`config.mk`:
```
export PLATFORM = sky130hd
export DESIGN_NAME = ahb_arb_core_flat
export DESIGN_NICKNAME = d
export VERILOG_FILES = /design/src/rtl/ahb_arb_core_if.sv /design/src/rtl/ahb_arb_core.sv /design/src/flat_wrapper.sv
export SDC_FILE = /design/constraint.sdc
export NUM_CORES = 1
export LEC_CHECK = 0
export ABC_AREA = 1
export CELL_PAD_IN_SITES_DETAIL_PLACEMENT = 1
export CELL_PAD_IN_SITES_GLOBAL_PLACEMENT = 1
export CORE_MARGIN = 3
export CORE_UTILIZATION = 39
export DETAILED_ROUTE_END_ITERATION = 8
export PLACE_DENSITY_LB_ADDON = 0.1
export SLEW_MARGIN = 5
export SYNTH_ARGS = -nofsm -noshare
export SYNTH_HDL_FRONTEND = slang
export SYNTH_SLANG_ARGS = --single-unit
```
`constraint.sdc`:
```
create_clock -name hclk -period 6.82 [get_ports hclk]
set_input_delay 1.705 -clock hclk [delete_from_list [all_inputs] [get_ports hclk]]
set_output_delay 1.705 -clock hclk [all_outputs]
set_load 0.005 [all_outputs]
```
`src/rtl/ahb_arb_core_if.sv`:
```
// ahb_arb_core_if: arbiter bundle; master drives hbusreq/hlock/hgrant/hready/htrans/hburst, slave (core) returns grant/mastlock/transfin
interface ahb_arb_core_if;
  logic [4:0] hbusreq;
  logic [4:0] hlock;
  logic [4:0] hgrant;
  logic       hready;
  logic [1:0] htrans;
  logic [2:0] hburst;
  logic [4:0] grant;
  logic       mastlock;
  logic       transfin;
  modport master (
    output hbusreq, hlock, hgrant, hready, htrans, hburst,
    input  grant, mastlock, transfin
  );
  modport slave (
    input  hbusreq, hlock, hgrant, hready, htrans, hburst,
    output grant, mastlock, transfin
  );
endinterface

```
`src/rtl/ahb_arb_core.sv`:
```
// ahb_arb_core: 5-master AHB round-robin arbitration with default master, lock hold and burst beat tracking; ports hclk, hreset, bus (slave: requests/owner/transfer in, grant/mastlock/transfin out)
module ahb_arb_core #(
  parameter int DEF_MST = 0
) (
  input logic           hclk,
  input logic           hreset,
  ahb_arb_core_if.slave bus
);
  logic [2:0] r_ptr;
  logic [4:0] r_cnt;
  logic [4:0] w_len;
  logic [4:0] w_cnt_next;
  logic [2:0] w_cur;
  logic [2:0] w_win;
  logic [2:0] w_sel;
  logic       w_hold;
  always_comb begin
    w_len = bus.hburst < 3'd2 ? 5'd1 : bus.hburst < 3'd4 ? 5'd4 : bus.hburst < 3'd6 ? 5'd8 : 5'd16;
    w_cnt_next = !bus.hready ? r_cnt :
                 bus.htrans == 2'b10 ? w_len - 5'd1 :
                 bus.htrans == 2'b11 ? (r_cnt != 5'd0 ? r_cnt - 5'd1 : 5'd0) :
                 bus.htrans == 2'b01 ? r_cnt : 5'd0;
    w_cur = 3'd0;
    for (int i = 0; i < 5; i++) if (bus.hgrant[i]) w_cur = 3'(i);
    w_hold = |bus.hgrant & bus.hlock[w_cur] & bus.hbusreq[w_cur];
    w_win = 3'(DEF_MST);
    for (int k = 5; k >= 1; k--) if (bus.hbusreq[3'((int'(r_ptr) + k) % 5)]) w_win = 3'((int'(r_ptr) + k) % 5);
    w_sel = w_hold ? w_cur : |bus.hbusreq ? w_win : 3'(DEF_MST);
  end
  assign bus.grant    = 5'd1 << w_sel;
  assign bus.mastlock = bus.hlock[w_sel];
  assign bus.transfin = w_cnt_next == 5'd0;
  always_ff @(posedge hclk) begin
    if (hreset) begin
      r_ptr <= 3'd4;
      r_cnt <= 5'd0;
    end else begin
      r_cnt <= w_cnt_next;
      if (bus.hready & bus.transfin & |bus.hbusreq) r_ptr <= w_sel;
    end
  end
endmodule
```
`src/flat_wrapper.sv`:
```
// flat-port wrapper written by rule: the top's interface ports become plain ports
module ahb_arb_core_flat 
#(
  parameter int DEF_MST = 0
)
  (hclk, hreset, bus_hbusreq, bus_hlock, bus_hgrant, bus_hready, bus_htrans, bus_hburst, bus_grant, bus_mastlock, bus_transfin);
  ahb_arb_core_if bus_i ();
  input logic hclk;
  input logic hreset;
  input wire logic [$bits(bus_i.hbusreq)-1:0] bus_hbusreq;
  input wire logic [$bits(bus_i.hlock)-1:0] bus_hlock;
  input wire logic [$bits(bus_i.hgrant)-1:0] bus_hgrant;
  input wire logic [$bits(bus_i.hready)-1:0] bus_hready;
  input wire logic [$bits(bus_i.htrans)-1:0] bus_htrans;
  input wire logic [$bits(bus_i.hburst)-1:0] bus_hburst;
  output wire logic [$bits(bus_i.grant)-1:0] bus_grant;
  output wire logic [$bits(bus_i.mastlock)-1:0] bus_mastlock;
  output wire logic [$bits(bus_i.transfin)-1:0] bus_transfin;
  assign bus_i.hbusreq = bus_hbusreq;
  assign bus_i.hlock = bus_hlock;
  assign bus_i.hgrant = bus_hgrant;
  assign bus_i.hready = bus_hready;
  assign bus_i.htrans = bus_htrans;
  assign bus_i.hburst = bus_hburst;
  assign bus_grant = bus_i.grant;
  assign bus_mastlock = bus_i.mastlock;
  assign bus_transfin = bus_i.transfin;
  ahb_arb_core #(.DEF_MST(DEF_MST)) u_core (.hclk(hclk), .hreset(hreset), .bus(bus_i));
endmodule
```
; After elaboration in Yosys (flattened, before gate mapping)
; Cells that the tools add are included.
; W data, S select, Z words.
[totals]
regBits = 8
in_bits = 23
output_inout_bits = 7
wordCells = 76
[op_classes]
add_sub_neg = 7
div = 5
magnitude_cmp = 10
n_eq_ne = 3
n_shift = 1
n_mux = 40
bitwise_logic = 4
n_reduce_logical = 4
[ops]
columns = operator, count
row1 = $mod A32 B4 Y32 const B, 5
row2 = $mux W5, 8
row3 = $lt A3 B5 Y1 const B, 5
row4 = $bmux W1 S3, 8
row5 = $mux W3, 8
row6 = $mux W1, 14
row7 = $reduce_or A5 Y1, 2
row8 = $sub A5 B1 Y5 const B, 2
row9 = $add A3 B2 Y4 const B, 2
row10 = $add A3 B3 Y4 const B, 2
row11 = $lt A3 B4 Y1 const B, 2
row12 = $lt A3 B3 Y1 const B, 2
row13 = $logic_not A5 Y1, 1
row14 = $reduce_bool A5 Y1, 1
row15 = $shl A1 B3 Y5 const A, 1
row16 = $add A3 B1 Y4 const B, 1
row17 = $and A1 B1 Y1, 4
row18 = $eq A2 B2 Y1 const B, 2
row19 = $mux W2, 2
row20 = $lt A3 B2 Y1 const B, 1
row21 = $eq A2 B1 Y1 const B, 1

; Longest topological paths before layout
; Gate-level depths: netlist of run 1.
[logic_depth]
ltp_word = 14
mapped_depth = 33
depth_no_buf = 33

; Worst setup path after synthesis of run 1
; No wires, ideal clock.
[synth_timing]
path_type = flip-flop to output port
startpoint = register u_core.r_ptr[0]
endpoint = output port bus_mastlock
arrival_time_ps = 3860
t_required_ps = 5115
path_slack_ps = 1255
stages_incl_launch_ff = 29
path_buffers = 0
cell_sequence = dfxtp_1 -> clkinv_1 -> ha_1 -> inv_1 -> ha_1 -> nor2_1 -> nand3_1 -> nand2_1 -> xor2_1 -> ha_1 -> inv_1 -> or2_2 -> nand3_2 -> nand2_2 -> nand2_1 -> nand2_1 -> inv_2 -> nand3_1 -> nand3_1 -> nand2_2 -> o21ai_0 -> inv_1 -> nand2_1 -> nand2_1 -> a21boi_1 -> nand2_1 -> nand2_1 -> nand2_1 -> nand2_1
[synth_via]
elab_chain_cells = 14
word_cells_on_any_way = 34
cone_classes = add/sub (5) / div (5) / mux (24)
[synth_rtl]
columns = item, line_no
row1 = from (decl), ahb_arb_core.sv:9  ; logic [2:0] r_ptr;
row2 = from (signal assigned), ahb_arb_core.sv:39  ; if (bus.hready & bus.transfin & |bus.hbusreq) r_ptr <= w_sel;
row3 = $add A3 B3 Y4, ahb_arb_core.sv:27  ; for (int k = 5; k >= 1; k--) if (bus.hbusreq[3'((int'(r_ptr) + k) % 5)]) w_win = 3'((int'(r_ptr) + k) % 5);
row4 = $mod A32 B4 Y32, ahb_arb_core.sv:27
row5 = $bmux W1 S3, ahb_arb_core.sv:27
row6 = $mux W1 (implied by the code) (2 in a row), ahb_arb_core.sv:27
row7 = $mux W3 (4 in a row), ahb_arb_core.sv:27
row8 = $mux W3 (*), ahb_arb_core.sv:27
row9 = $mux W3 (*) (2 in a row), ahb_arb_core.sv:28  ; w_sel = w_hold ? w_cur : |bus.hbusreq ? w_win : 3'(DEF_MST);
row10 = $bmux W1 S3 (*), ahb_arb_core.sv:31  ; assign bus.mastlock = bus.hlock[w_sel];
row11 = $mux W1 (implied by the code) (*), ahb_arb_core.sv:31
row12 = to (decl), flat_wrapper.sv:17  ; output wire logic [$bits(bus_i.mastlock)-1:0] bus_mastlock;
; Mark *: on every way between the ends. The rest lies on a longest branch, timed or not. The select of a mux whose other input is x is not followed.

; Final worst setup path of run 1
[layout_timing]
startpoint = input port bus_hbusreq[0]
endpoint = output port bus_mastlock
[layout_via]
elab_chain_cells = 12
word_cells_on_any_way = 28
cone_classes = mux (26) / bitwise (1) / reduce/logical (1)
[layout_rtl]
columns = item, line_no
row1 = from (decl), flat_wrapper.sv:10  ; input wire logic [$bits(bus_i.hbusreq)-1:0] bus_hbusreq;
row2 = $bmux W1 S3, ahb_arb_core.sv:27
row3 = $mux W1 (implied by the code) (2 in a row), ahb_arb_core.sv:27
row4 = $mux W3 (5 in a row), ahb_arb_core.sv:27
row5 = $mux W3, ahb_arb_core.sv:28
row6 = $mux W3 (*), ahb_arb_core.sv:28
row7 = $bmux W1 S3 (*), ahb_arb_core.sv:31
row8 = $mux W1 (implied by the code) (*), ahb_arb_core.sv:31
; Marked as above.

==> flow_summary.toml, run 1 <==
[global_routing]
grt_max_degree = 19
antenna_found_initial = 0
grt_pass1_wl_um = 11200
gr-total-overflow = 0
track_usage_pct = 20.8
first_global_vias = 2483

[placement]
io_buffer_count = 28
gp_congestion = 0.828
dp_hpwl_um = 5530
dpl_cell_area_um2 = 2580

[yosys]
synth_cell_type_count = 41
synthesis.nets = 434
ys_seq_area_share_pct = 7.25
synth_cells = 381
synthTopCellsByCount = "nand2_1 (98), inv_1 (59), nand3_1 (55)"
synth_top_area_share_pct = 16.6
synth.most_common_cell = "nand2_1"
yosys.area.top_type = "nand2_1"
yosys-top-cells-area = "nand2_1 (17%), ha_1 (16%), nand3_1 (12%), inv_1 (10%), dfxtp_1 (7.2%)"
yosys_warnings = 0
async_flop_share_pct = 0
synth_edf_count = 0
syn_area_um2 = 2210
ys_ff_latch = 8
syn_area_per_cell_um2 = 5.80
ys.flop_type = "dfxtp_1"

[clocking]
htree_levels = 1
cts_buffers = 3
clock_latency_ns = 0.22
clk_pin_slew_ns = 0.04
cts.sinks = 8
cts_tree = "built"
post_cts_buffers = 0
cts_buffer_depth = 2
cts_root_buf = "clkbuf_8"

[detailed_routing]
drt_iter0_drc = 74
drc_errors = 0
finalWirelength_um = 6500
via_per_inst = 5.16
via_count = 2483
dr.pass1.iters = 4
wl_per_cell_um = 13.5
ant_nets = 0

[cells_and_area]
stdcell_area_um2 = 2640
layout-drive-gt1-share_pct = 11.4
syn_to_final_growth_pct = 19.4
antenna_cells = 0
n_fill_cell = 774
nets = 466

[timing]
period_share_pct = 93.5
setup_violations = 0
fmax_ghz = 0.157
clock_skew_ns = 0.000541
relSlewSlack_pct = 70.9
maxSlewViolCount = 0
hold_viol = 0
worstMarginPinSlew_ns = 0.436
min_period_ns = 6.38
fin_setup_tns_ns = 0

[floorplan]
die_y_um = 81.3
die_area_um2 = 6600
io_pins = 30
start_util_pct = 41.7
rows = 26
die_x_um = 81.3
core_um2 = 5300

[critical_path]
worst-setup-path-type = "input pin to primary output"
crit_fanout = 6
cp-end-kind = "primary output"
reg2reg_setup_slack_ns = 2.88
crit_arrival_ns = 4.67
crit_path_start_kind = "input pin"
required_ns = 5.12

[power]
peakVddDrop_mv = 0.172
powerDensity_nw_per_um2 = 342
p_leak_nw = 1.40

[outcome]
status = "complete, no violations"

[min_path]
hold_path.class = "flop to flop"

[flow_run]
cap_violations = 0
-- final timing paths --
| check | start | endpoint | cells past startpoint |
|---|---|---|---|
| worst min-delay path | u_core.r_cnt[4]$_SDFF_PP0_ | u_core.r_cnt[4]$_SDFF_PP0_ | 4 |
| worst min register to register | u_core.r_cnt[4]$_SDFF_PP0_ | u_core.r_cnt[4]$_SDFF_PP0_ | 4 |
| worst max-delay path | bus_hbusreq[0] | bus_mastlock | 18 |
| worst max register to register | u_core.r_ptr[0]$_SDFFE_PP0P_ | u_core.r_ptr[2]$_SDFFE_PP1P_ | 24 |
-- final cells by class --
class | count | area, µm² | share of cell area [%]
Inverter | 64 | 240 | 9.11
Clock buffer | 3 | 41.3 | 1.57
Tap cell | 70 | 87.6 | 3.32
Sequential cell | 8 | 161 | 6.12
Timing Repair Buffer | 31 | 303 | 11.5
Multi-Input combinational cell | 305 | 1800 | 68.4
-- critical path: stages --
cell and delay, ns:
clkdlybuf4s50_1 0.59, inv_1 0.16, nor3_1 0.18, o21ai_0 0.09
and2_1 0.14, o21ai_0 0.14, nand2_1 0.11, or2_2 0.32
nand3_1 0.13, nand2_1 0.17, nand2_4 0.15, nand2_1 0.06
nand2_1 0.05, nand2_1 0.05, nand2_1 0.06, nand2_1 0.05
nand2_1 0.05, clkdlybuf4s50_1 0.49
-- flip-flops by register name (all words and copies together) (netlist names) --
| signal | flops |
|---|---|
| u_core.r_cnt | 5 |
| u_core.r_ptr | 3 |
-- repair_timing --
item,CTS,global route
hold buffers,0,0
endpoints found under the hold margin,0,0
gates resized for setup,0,4
endpoints found under the setup margin,0,5
-- cells by family (layout without fill, tap and decap cells) --
kind of cell / after synthesis / count (layout) / synth area share, %
AOI/OAI and AO/OA: 48 / 48 / 14.3
xor gates and xnor gates: 5 / 5 / 1.98
adders and majority gates: 30 / 30 / 17.3
buffers and inverters: 68 / 98 / 11.6
DFF: 8 / 8 / 7.25
and+or+nand+nor: 222 / 222 / 47.5
-- through the flow --
step	worst slack, ns	utilization, %	power, W	instances	hold slack [ns]
floorplan	1.26	-	0.000605	381	0.489
global placement	0.445	48.7	0.000821	478	0.540
detailed placement	0.479	48.7	0.000846	478	0.565
CTS	0.264	49.5	0.000907	481	0.587
global route	-0.00709	49.7	0.00102	481	0.629
finish	0.443	49.7	0.000902	481	0.572
-- cell usage in the layout (no fill, tap or decap), types with 4 or more instances in the layout --
cell type	netlist	routed
nand4_1	7	7
inv_2	4	5
ha_1	29	29
nand2_1	98	98
clkdlybuf4s50_1	0	28
nand2_2	12	12
dfxtp_1	8	7
inv_1	59	58
a21oi_1	10	10
nor3_1	5	5
nand3_2	8	8
nor2_1	26	26
nand3_1	55	55
o21ai_1	4	4
o21ai_0	14	14
-- power by group --
group          internal, W   total, W  switching (W)
clock network    0.0000381  0.0000549      0.0000168
registers        0.0000514  0.0000576     0.00000616
logic             0.000309   0.000790       0.000480
total             0.000398   0.000902       0.000503
-- layer usage --
layer	routed length [µm]	track usage (%)	vias to the layer above
met5	0	0	-
met3	108	2.22	5
li1	-	-	1304
met4	50	3.38	0
met2	3130	35.7	21
met1	3220	28.2	1153
Power figures use the tool's default switching activity.
==> run 2: changes to the inputs <==
--- a/config.mk
+++ b/config.mk
@@ -11,6 +11,7 @@
 export CORE_MARGIN = 3
 export CORE_UTILIZATION = 39
 export DETAILED_ROUTE_END_ITERATION = 8
+export GPL_ROUTABILITY_DRIVEN = 1
 export PLACE_DENSITY_LB_ADDON = 0.1
 export SLEW_MARGIN = 5
 export SYNTH_ARGS = -nofsm -noshare
==> results of run 2 <==
No change in the layout: final DEF, timing and power equal those of run 1.
==> run 3: changes to the inputs <==
--- a/config.mk
+++ b/config.mk
@@ -13,6 +13,7 @@
 export DETAILED_ROUTE_END_ITERATION = 8
 export GPL_ROUTABILITY_DRIVEN = 1
 export PLACE_DENSITY_LB_ADDON = 0.1
+export SETUP_SLACK_MARGIN = 0.1
 export SLEW_MARGIN = 5
 export SYNTH_ARGS = -nofsm -noshare
 export SYNTH_HDL_FRONTEND = slang
==> flow_summary.toml, run 3 (synthesis results as in run 1) <==
[floorplan]
rows = 26
start_util_pct = 41.7
die_y_um = 81.3
io_pins = 30
core_um2 = 5300
die_area_um2 = 6600
die_x_um = 81.3

[clocking]
htree_levels = 1
cts_root_buf = "clkbuf_8"
cts_buffers = 3
clock_latency_ns = 0.22
hold_buffers = 0
cts_tree = "built"
clk_pin_slew_ns = 0.04
cts.sinks = 8
cts_buffer_depth = 2

[critical_path]
worst_path_largest_cell_delay_ns = 0.58
reg2reg_setup_slack_ns = 2.93
crit_path_start_kind = "input pin"
r2r_cells = 27
r2r-start = "u_core.r_ptr[1]$_SDFFE_PP0P_"
required_ns = 5.12
crit_slowest_cell = "clkdlybuf4s50_1"
crit_chain = "clkdlybuf4s50_1 -> inv_1 -> nor3_1 -> o21ai_0 -> and2_1 -> o21ai_0 -> nand2_1 -> or2_2 -> nand3_1 -> nand2_1 -> nand2_4 -> nand2_1 -> nand2_1 -> nand2_1 -> nand2_1 -> nand2_1 -> nand2_1 -> clkdlybuf4s50_1"
rr_endpoint = "u_core.r_ptr[1]$_SDFFE_PP0P_"
worst-setup-path-type = "input pin to primary output"
cp-end-kind = "primary output"
cp_common_cell = "nand2_1"
crit_fanout = 6
crit_arrival_ns = 4.68

[global_routing]
grt_pass1_wl_um = 11200
first_global_vias = 2483
track_usage_pct = 20.8
grt_max_degree = 19
antenna_found_initial = 0
gr-total-overflow = 0

[outcome]
status = "complete, no violations"

[timing]
fin_setup_tns_ns = 0
fmax_ghz = 0.157
period_share_pct = 93.5
fin_ws_ns = 0.440
clock_skew_ns = 0.000412
rsz0062_at_grt = "no"
worstMarginPinSlew_ns = 0.401
relSlewSlack_pct = 73.0
setup_violations = 0
hold_viol = 0
maxSlewViolCount = 0
min_period_ns = 6.38

[cells_and_area]
largest_reg_flops = 5
multi_input_area_um2 = 1820
n_fill_cell = 770
nets = 471
top_register = "u_core.r_cnt"
layout_commonest_cell = "nand2_1"
syn_to_final_growth_pct = 21.9
top_regs = "u_core.r_cnt x5, u_core.r_ptr x3"
layout-drive-gt1-share_pct = 13.7
antenna_cells = 0
register_area_um2 = 163
stdcell_area_um2 = 2690
layout_common_cells = "nand2_1 (97), inv_1 (57), nand3_1 (55), ha_1 (28), clkdlybuf4s50_1 (28)"

[placement]
dpl_cell_area_um2 = 2580
dp_slack_ns = 0.479
io_buffer_count = 28
dp_hpwl_um = 5530
gp_congestion = 0.828

[power]
switching_share_pct = 55.4
p_leak_nw = 1.42
p_int_w = 0.000414
powerDensity_nw_per_um2 = 344
p_sw_w = 0.000513
clock_power_share_pct = 5.9
pwr-share-comb_pct = 87.8
p_seq_share_pct = 6.2
peakVddDrop_mv = 0.172

[min_path]
min_from = "u_core.r_cnt[4]$_SDFF_PP0_"
hold_path.class = "flop to flop"
min_path_cells = 4
min_to = "u_core.r_cnt[4]$_SDFF_PP0_"

[detailed_routing]
drc_errors = 0
via_count = 2509
drt_iter0_drc = 67
dr.pass1.iters = 4
ant_nets = 0
wl_per_cell_um = 13.7
via_per_inst = 5.16
finalWirelength_um = 6640

[flow_run]
cap_violations = 0
## run 3: changes by cell type in the layout (fill, tap and decap cells not counted)
| cell | previous run | this run |
|---|---|---|
| dfxtp_2 | 1 | 2 |
| xor2_1 | 3 | 2 |
| inv_1 | 58 | 57 |
| xor2_2 | 1 | 2 |
| nand2_2 | 12 | 13 |
| ha_2 | 0 | 1 |
| dfxtp_1 | 7 | 6 |
| buf_4 | 3 | 8 |
| clkinvlp_4 | 0 | 1 |
| ha_1 | 29 | 28 |
| nand2_1 | 98 | 97 |
## run 3: critical path: cells and delay by family
kind	cells	cell delay, ns
AO/OA/AOI/OAI	2	0.23
buffers and inverters	3	1.22
AND/OR/NAND/NOR	13	1.53
## run 3: area by class of cell
class	count	share of cell area, %
multi-input combinational	305	67.5
inverter	64	9.06
sequential	8	6.04
tap	70	3.25
timing repair buffer	36	12.6
clock buffer	3	1.53
## run 3: worst max-delay path by stage
stage                            startpoint           end  slack, ns  depth (start not counted)
2_1_floorplan  u_core.r_ptr[0]$_SDFFE_PP0P_  bus_mastlock       1.26                         28
3_3_place_gp                 bus_hbusreq[0]  bus_mastlock       0.45                         18
3_5_place_dp                 bus_hbusreq[0]  bus_mastlock       0.48                         18
4_1_cts        u_core.r_ptr[1]$_SDFFE_PP0P_  bus_mastlock       0.26                         29
5_1_grt        u_core.r_ptr[1]$_SDFFE_PP0P_  bus_mastlock       0.06                         33
6_report                     bus_hbusreq[0]  bus_mastlock       0.44                         18
## run 3: per-layer routing
metal / part of all wire (%) / GRT usage (%)
met3: 1.6 / 2.22
met1: 49 / 28.2
met4: 0.98 / 3.38
met5: 0 / 0
met2: 48 / 35.7
## run 3: power groups by stage
| stage | sequential (W) | combinational, W | clock [W] |
|---|---|---|---|
| after floorplan | 0.0000575 | 0.000547 | 0 |
| after global placement | 0.0000577 | 0.000763 | 0 |
| after detailed placement | 0.0000581 | 0.000788 | 0 |
| after CTS | 0.0000574 | 0.000792 | 0.0000575 |
| after global routing | 0.0000587 | 0.000928 | 0.0000619 |
| final | 0.0000578 | 0.000814 | 0.0000548 |
## run 3: metrics by stage
stage	util, %	power (W)	cells	hold WS, ns
3_5_place_dp	48.7	0.000846	478	0.565
2_1_floorplan	-	0.000605	381	0.489
6_report	50.8	0.000927	486	0.572
5_1_grt	50.8	0.00105	486	0.629
4_1_cts	49.5	0.000907	481	0.587
3_3_place_gp	48.7	0.000821	478	0.540
## run 3: repair_timing
item,4_1_cts,5_1_grt
resized for setup,0,9
setup buffers,0,5
hold endpoints to repair,0,0
setup endpoints to repair,0,5
